`config.mk`:
```
export PLATFORM = sky130hd
export DESIGN_NAME = serial_subtractor
export DESIGN_NICKNAME = d
export VERILOG_FILES = /design/src/rtl/serial_subtractor.sv
export SDC_FILE = /design/constraint.sdc
export NUM_CORES = 1
export LEC_CHECK = 0
export ABC_AREA = 1
export CAP_MARGIN = 20
export CORE_MARGIN = 5
export CORE_UTILIZATION = 54
export CTS_CLUSTER_DIAMETER = 60
export DETAILED_ROUTE_END_ITERATION = 8
export PLACE_DENSITY = 0.9
export SYNTH_ARGS = -nofsm -noshare
export SYNTH_HDL_FRONTEND = slang
export SYNTH_SLANG_ARGS = --single-unit
export TNS_END_PERCENT = 5
```
`constraint.sdc`:
```
create_clock -name clk -period 5.15 [get_ports clk]
set_input_delay 1.545 -clock clk [delete_from_list [all_inputs] [get_ports clk]]
set_output_delay 1.545 -clock clk [all_outputs]
set_load 0.03 [all_outputs]
```
`src/rtl/serial_subtractor.sv`:
```
// Digit-serial subtractor: computes a - b - bin one DIGIT-wide slice per clock,
// LSB digit first, reusing a single DIGIT-bit full-subtractor chain.
module serial_subtractor #(
    parameter int WIDTH = 32,
    parameter int DIGIT = 4
) (
    input  logic             clk,
    input  logic             rst_n,
    input  logic             start,
    input  logic [WIDTH-1:0] a,
    input  logic [WIDTH-1:0] b,
    input  logic             bin,
    output logic             ready,
    output logic             busy,
    output logic             done,
    output logic [WIDTH-1:0] diff,
    output logic             bout,
    output logic             zero,
    output logic             ovf
);
    localparam int NDIG = WIDTH / DIGIT;
    localparam int CW   = (NDIG > 1) ? $clog2(NDIG) : 1;
    localparam int BW   = (WIDTH > 1) ? $clog2(WIDTH) : 1;

    generate
        if (WIDTH < 1 || DIGIT < 1 || (WIDTH % DIGIT) != 0) begin : g_bad_params
            $error("serial_subtractor: DIGIT must be >= 1 and divide WIDTH exactly");
        end
    endgenerate

    typedef enum logic [1:0] {IDLE, RUN, DONE} state_t;

    state_t           state_reg;
    logic [CW-1:0]    cnt_reg;
    logic             borrow_reg;
    logic [WIDTH-1:0] a_reg;
    logic [WIDTH-1:0] b_reg;
    logic [WIDTH-1:0] res_reg;

    logic [BW-1:0]    base;
    logic [DIGIT-1:0] a_dig;
    logic [DIGIT-1:0] b_dig;
    logic [DIGIT-1:0] d_dig;
    logic [DIGIT:0]   br;
    logic [WIDTH-1:0] res_next;
    logic             last;

    // Bit offset of the digit being processed; always < WIDTH so BW bits suffice.
    assign base  = BW'(cnt_reg) * BW'(DIGIT);
    assign a_dig = a_reg[base +: DIGIT];
    assign b_dig = b_reg[base +: DIGIT];
    assign last  = (cnt_reg == CW'(NDIG - 1));
    assign br[0] = borrow_reg;

    genvar gi;
    generate
        for (gi = 0; gi < DIGIT; gi++) begin : g_cell
            assign d_dig[gi]  = a_dig[gi] ^ b_dig[gi] ^ br[gi];
            assign br[gi + 1] = (~a_dig[gi] & b_dig[gi]) | (~(a_dig[gi] ^ b_dig[gi]) & br[gi]);
        end
    endgenerate

    always_comb begin
        res_next = res_reg;
        res_next[base +: DIGIT] = d_dig;
    end

    always_ff @(posedge clk or negedge rst_n) begin
        if (!rst_n) begin
            state_reg  <= IDLE;
            cnt_reg    <= '0;
            borrow_reg <= 1'b0;
            a_reg      <= '0;
            b_reg      <= '0;
            res_reg    <= '0;
            diff       <= '0;
            bout       <= 1'b0;
            zero       <= 1'b0;
            ovf        <= 1'b0;
            done       <= 1'b0;
            busy       <= 1'b0;
            ready      <= 1'b1;
        end else begin
            case (state_reg)
                IDLE, DONE: begin
                    done <= 1'b0;
                    if (start) begin
                        a_reg      <= a;
                        b_reg      <= b;
                        borrow_reg <= bin;
                        res_reg    <= '0;
                        cnt_reg    <= '0;
                        state_reg  <= RUN;
                        busy       <= 1'b1;
                        ready      <= 1'b0;
                    end else begin
                        state_reg  <= IDLE;
                    end
                end
                RUN: begin
                    res_reg    <= res_next;
                    borrow_reg <= br[DIGIT];
                    cnt_reg    <= cnt_reg + CW'(1);
                    // Result flags are published only once the MSB digit is done.
                    if (last) begin
                        diff      <= res_next;
                        bout      <= br[DIGIT];
                        zero      <= ~|res_next;
                        ovf       <= br[DIGIT-1] ^ br[DIGIT];
                        state_reg <= DONE;
                        done      <= 1'b1;
                        busy      <= 1'b0;
                        ready     <= 1'b1;
                    end
                end
                default: begin
                    state_reg <= IDLE;
                    done      <= 1'b0;
                    busy      <= 1'b0;
                    ready     <= 1'b1;
                end
            endcase
        end
    end
endmodule
```
==> flow_summary.toml <==
[power_and_ir_drop]
ir_drop_uv = 438
total_power_mw = 6.24
p_leak_nw = 4.06
p_per_area_mw_per_mm2 = 763

[synth]
synthMuxAreaShare = 0
yosys.area.top_type_share = 0.529
synth_compound_area_frac = 0.112
synth_top_flop_cell = "dfrtp_1"
yosys.area_share.simple = 0.272
yosys_register_bits = 139
synth_cells = 813
synth_xor_xnor_area_share = 0.00134
synth_seq_area_share = 0.533
synth_top_family_by_area = "simple AND/OR/NAND/NOR gates"
synthArstFlopShare = 1.00
synth_top_area_cell = "dfrtp_1"
synth-edff-count = 0
synthAdderAreaFrac = 0.0257
synthTopCellsByCount = "340 x nand2_1, 138 x dfrtp_1, 69 x o21ai_0"
synth_nets = 892
ys_top_cells_by_area = "dfrtp_1 53%, nand2_1 20%, o21ai_0 5.3%"
synth_cell_type_count = 31
synth.avg_cell_area_um2 = 8.03
synth_warnings = 0
yosysMostFrequentCell = "nand2_1"
netlist_area_mm2 = 0.00653

[layout]
syn_to_final_growth_pct = 25.3
seqCellArea_mm2 = 0.00348
final_nets = 981
multiInputGateArea_mm2 = 0.00268
nFillCells = 948
layout-drive-gt1-share = 0.0613
fin_cells = 1061
n_antenna_cell = 0

[critical_path]
required_ps = 5510
path_max_fanout = 40
critical_path.max_stage_delay_ps = 720
criticalPathCategory = "reg -> reg"
cp_common_cell = "nand2_1"
worst-path-buf-inv = 3
start_kind = "flop"
crit_family = "adder cells"
cp_cell_sequence = "inv_2 > o21ai_0 > o22ai_1 > o21ai_0 > fa_1 > inv_1 > fa_1 > fa_1 > fa_1 > inv_1 > nor2_1 > nand3_1 > nand2_1 > nand2_1 > nand2_1 > nor2_1 > nand2_1 > nor2_1 > nand3_1 > nand2_1"
reg2reg_slack_ps = 700
cpMaxStageDelayCell = "dfrtp_1"
rr_endpoint = "zero$_DFFE_PN0P_"
arrival_ps = 4810
r2r_cells = 20
end_kind = "flop"
rr_startpoint = "cnt_reg[0]$_DFFE_PN0P_"

[clocking]
ctsHoldBuffers = 0
cts_sinks = 139
clock_tree.buffer_depth = 2
cts_buffers = 17
clk_latency_ps = 430
clkSlewWorstSetupHoldPaths_ps = 60
h-tree-depth = 4
cts-resized-gates = 0
cts_tree = "done"
cts_root_buffer = "clkbuf_16"
post_cts_buffers = 0

[sta]
rsz0062_at_grt = "no"
fin_skew_ps = 6.62
maxSlewViolCount = 0
fin_crit_sh = 0.863
worst_pin_slew_ps = 927
fin_ws_ps = 703
fmax_ghz = 0.225
setup_tns_ps = 0
period_minus_slack_ps = 4450
hold_violations = 0
relSlewSlack = 0.381
setup_violations = 0

[die]
ios = 106
core_area_mm2 = 0.0119
die_area_mm2 = 0.0144
initial_core_util = 0.548
rows = 40
dieWidth_um = 120
die_h_um = 120

[hold_path]
hold_depth = 2
hold_class = "reg -> reg"
min-delay-start = "b_reg[10]$_DFFE_PN0P_"
min_to = "b_reg[10]$_DFFE_PN0P_"

[global_route]
grt_antenna_before_repair = 0
grt_pass1_wl_um = 28100
grt_usage = 0.246
grt_pass1_vias = 5907
overflow = 0
grt_max_degree = 79

[outcome]
status = "finished clean"

[place]
post-dp-hpwl_um = 11500
dpl_worst_slack_ps = 796
gp_congestion = 0.905
port_buffers = 105
dp_cells = 1030

[routing]
routed_wirelength_um = 16800
wire_per_inst_um = 15.8
drtIter0Drc = 464
top_layer = "met4"
route.vias.total = 5816
wl_met2_um = 8190
vias_per_cell = 5.48
wl_met3_um = 1360
dr.pass1.iters = 5
drt-met1-wl_um = 6690
drc = 0
drtAntennaViolNets = 0

[run]
cap_violations = 0
[metal layers]
metal | vias up | global-route usage
met5 | - | 0
met4 | 0 | 0.127
met3 | 52 | 0.0584
met2 | 276 | 0.396
met1 | 2713 | 0.310
li1 | 2775 | -
[final cells by class]
class                      count  share of cell area
clock buffer                  23              0.0597
sequential                   139               0.425
tap                          147              0.0225
clock inverter                 8             0.00826
multi-input combinational    585               0.328
inverter                      48              0.0220
timing repair buffer         111               0.134
[layout by cell type, fill, tap and decap left out, types with 2 or more instances in the layout]
master,netlist,layout
clkbuf_16,0,17
fa_1,4,4
o21ai_1,9,9
ha_1,7,7
nand4_1,3,3
a22o_1,4,4
dfrtp_1,138,138
nand3_1,28,28
o21ai_0,69,69
nand2_2,4,5
a31oi_1,4,4
clkbuf_1,26,2
nor2_1,64,64
buf_4,1,6
clkinv_2,0,6
inv_1,41,40
nor2_4,3,3
clkbuf_8,0,4
o22ai_1,35,35
o221ai_1,4,4
clkdlybuf4s50_1,0,104
inv_2,6,7
nand2_1,340,339
[logic make-up after synthesis]
group / after synthesis
AOI/OAI and AO/OA: 128
xor gates and xnor gates: 1
adders and majority gates: 11
buffers and inverters: 89
DFF: 139
and+or+nand+nor: 445
[stage by stage]
step | util | instance area, µm² | hold WS [ps]
final | 0.687 | 8180 | 478
after global routing | 0.687 | 8180 | 495
after CTS | 0.687 | 8180 | 484
after detailed placement | 0.640 | 7620 | 465
after global placement | 0.640 | 7620 | 458
after floorplan | - | 6530 | 444
[where the power goes]
part / switching (mW) / internal [mW]
sequential: 0.322 / 1.59
clock: 0.449 / 0.706
combinational: 2.07 / 1.10
[worst min-delay path: cells and delay by family, from the launching register on]
family,cells,cell delay (ps)
flops,1,330
simple gates,2,120
[how the worst max path moves through the flow]
stage	startpoint	endpoint	cells after the start
finish	cnt_reg[0]$_DFFE_PN0P_	zero$_DFFE_PN0P_	20
global route	cnt_reg[0]$_DFFE_PN0P_	zero$_DFFE_PN0P_	21
CTS	cnt_reg[0]$_DFFE_PN0P_	zero$_DFFE_PN0P_	18
detailed placement	cnt_reg[0]$_DFFE_PN0P_	zero$_DFFE_PN0P_	18
global placement	cnt_reg[0]$_DFFE_PN0P_	zero$_DFFE_PN0P_	18
floorplan	cnt_reg[0]$_DFFE_PN0P_	zero$_DFFE_PN0P_	21
Note: power is estimated with default switching activity, not from simulation.
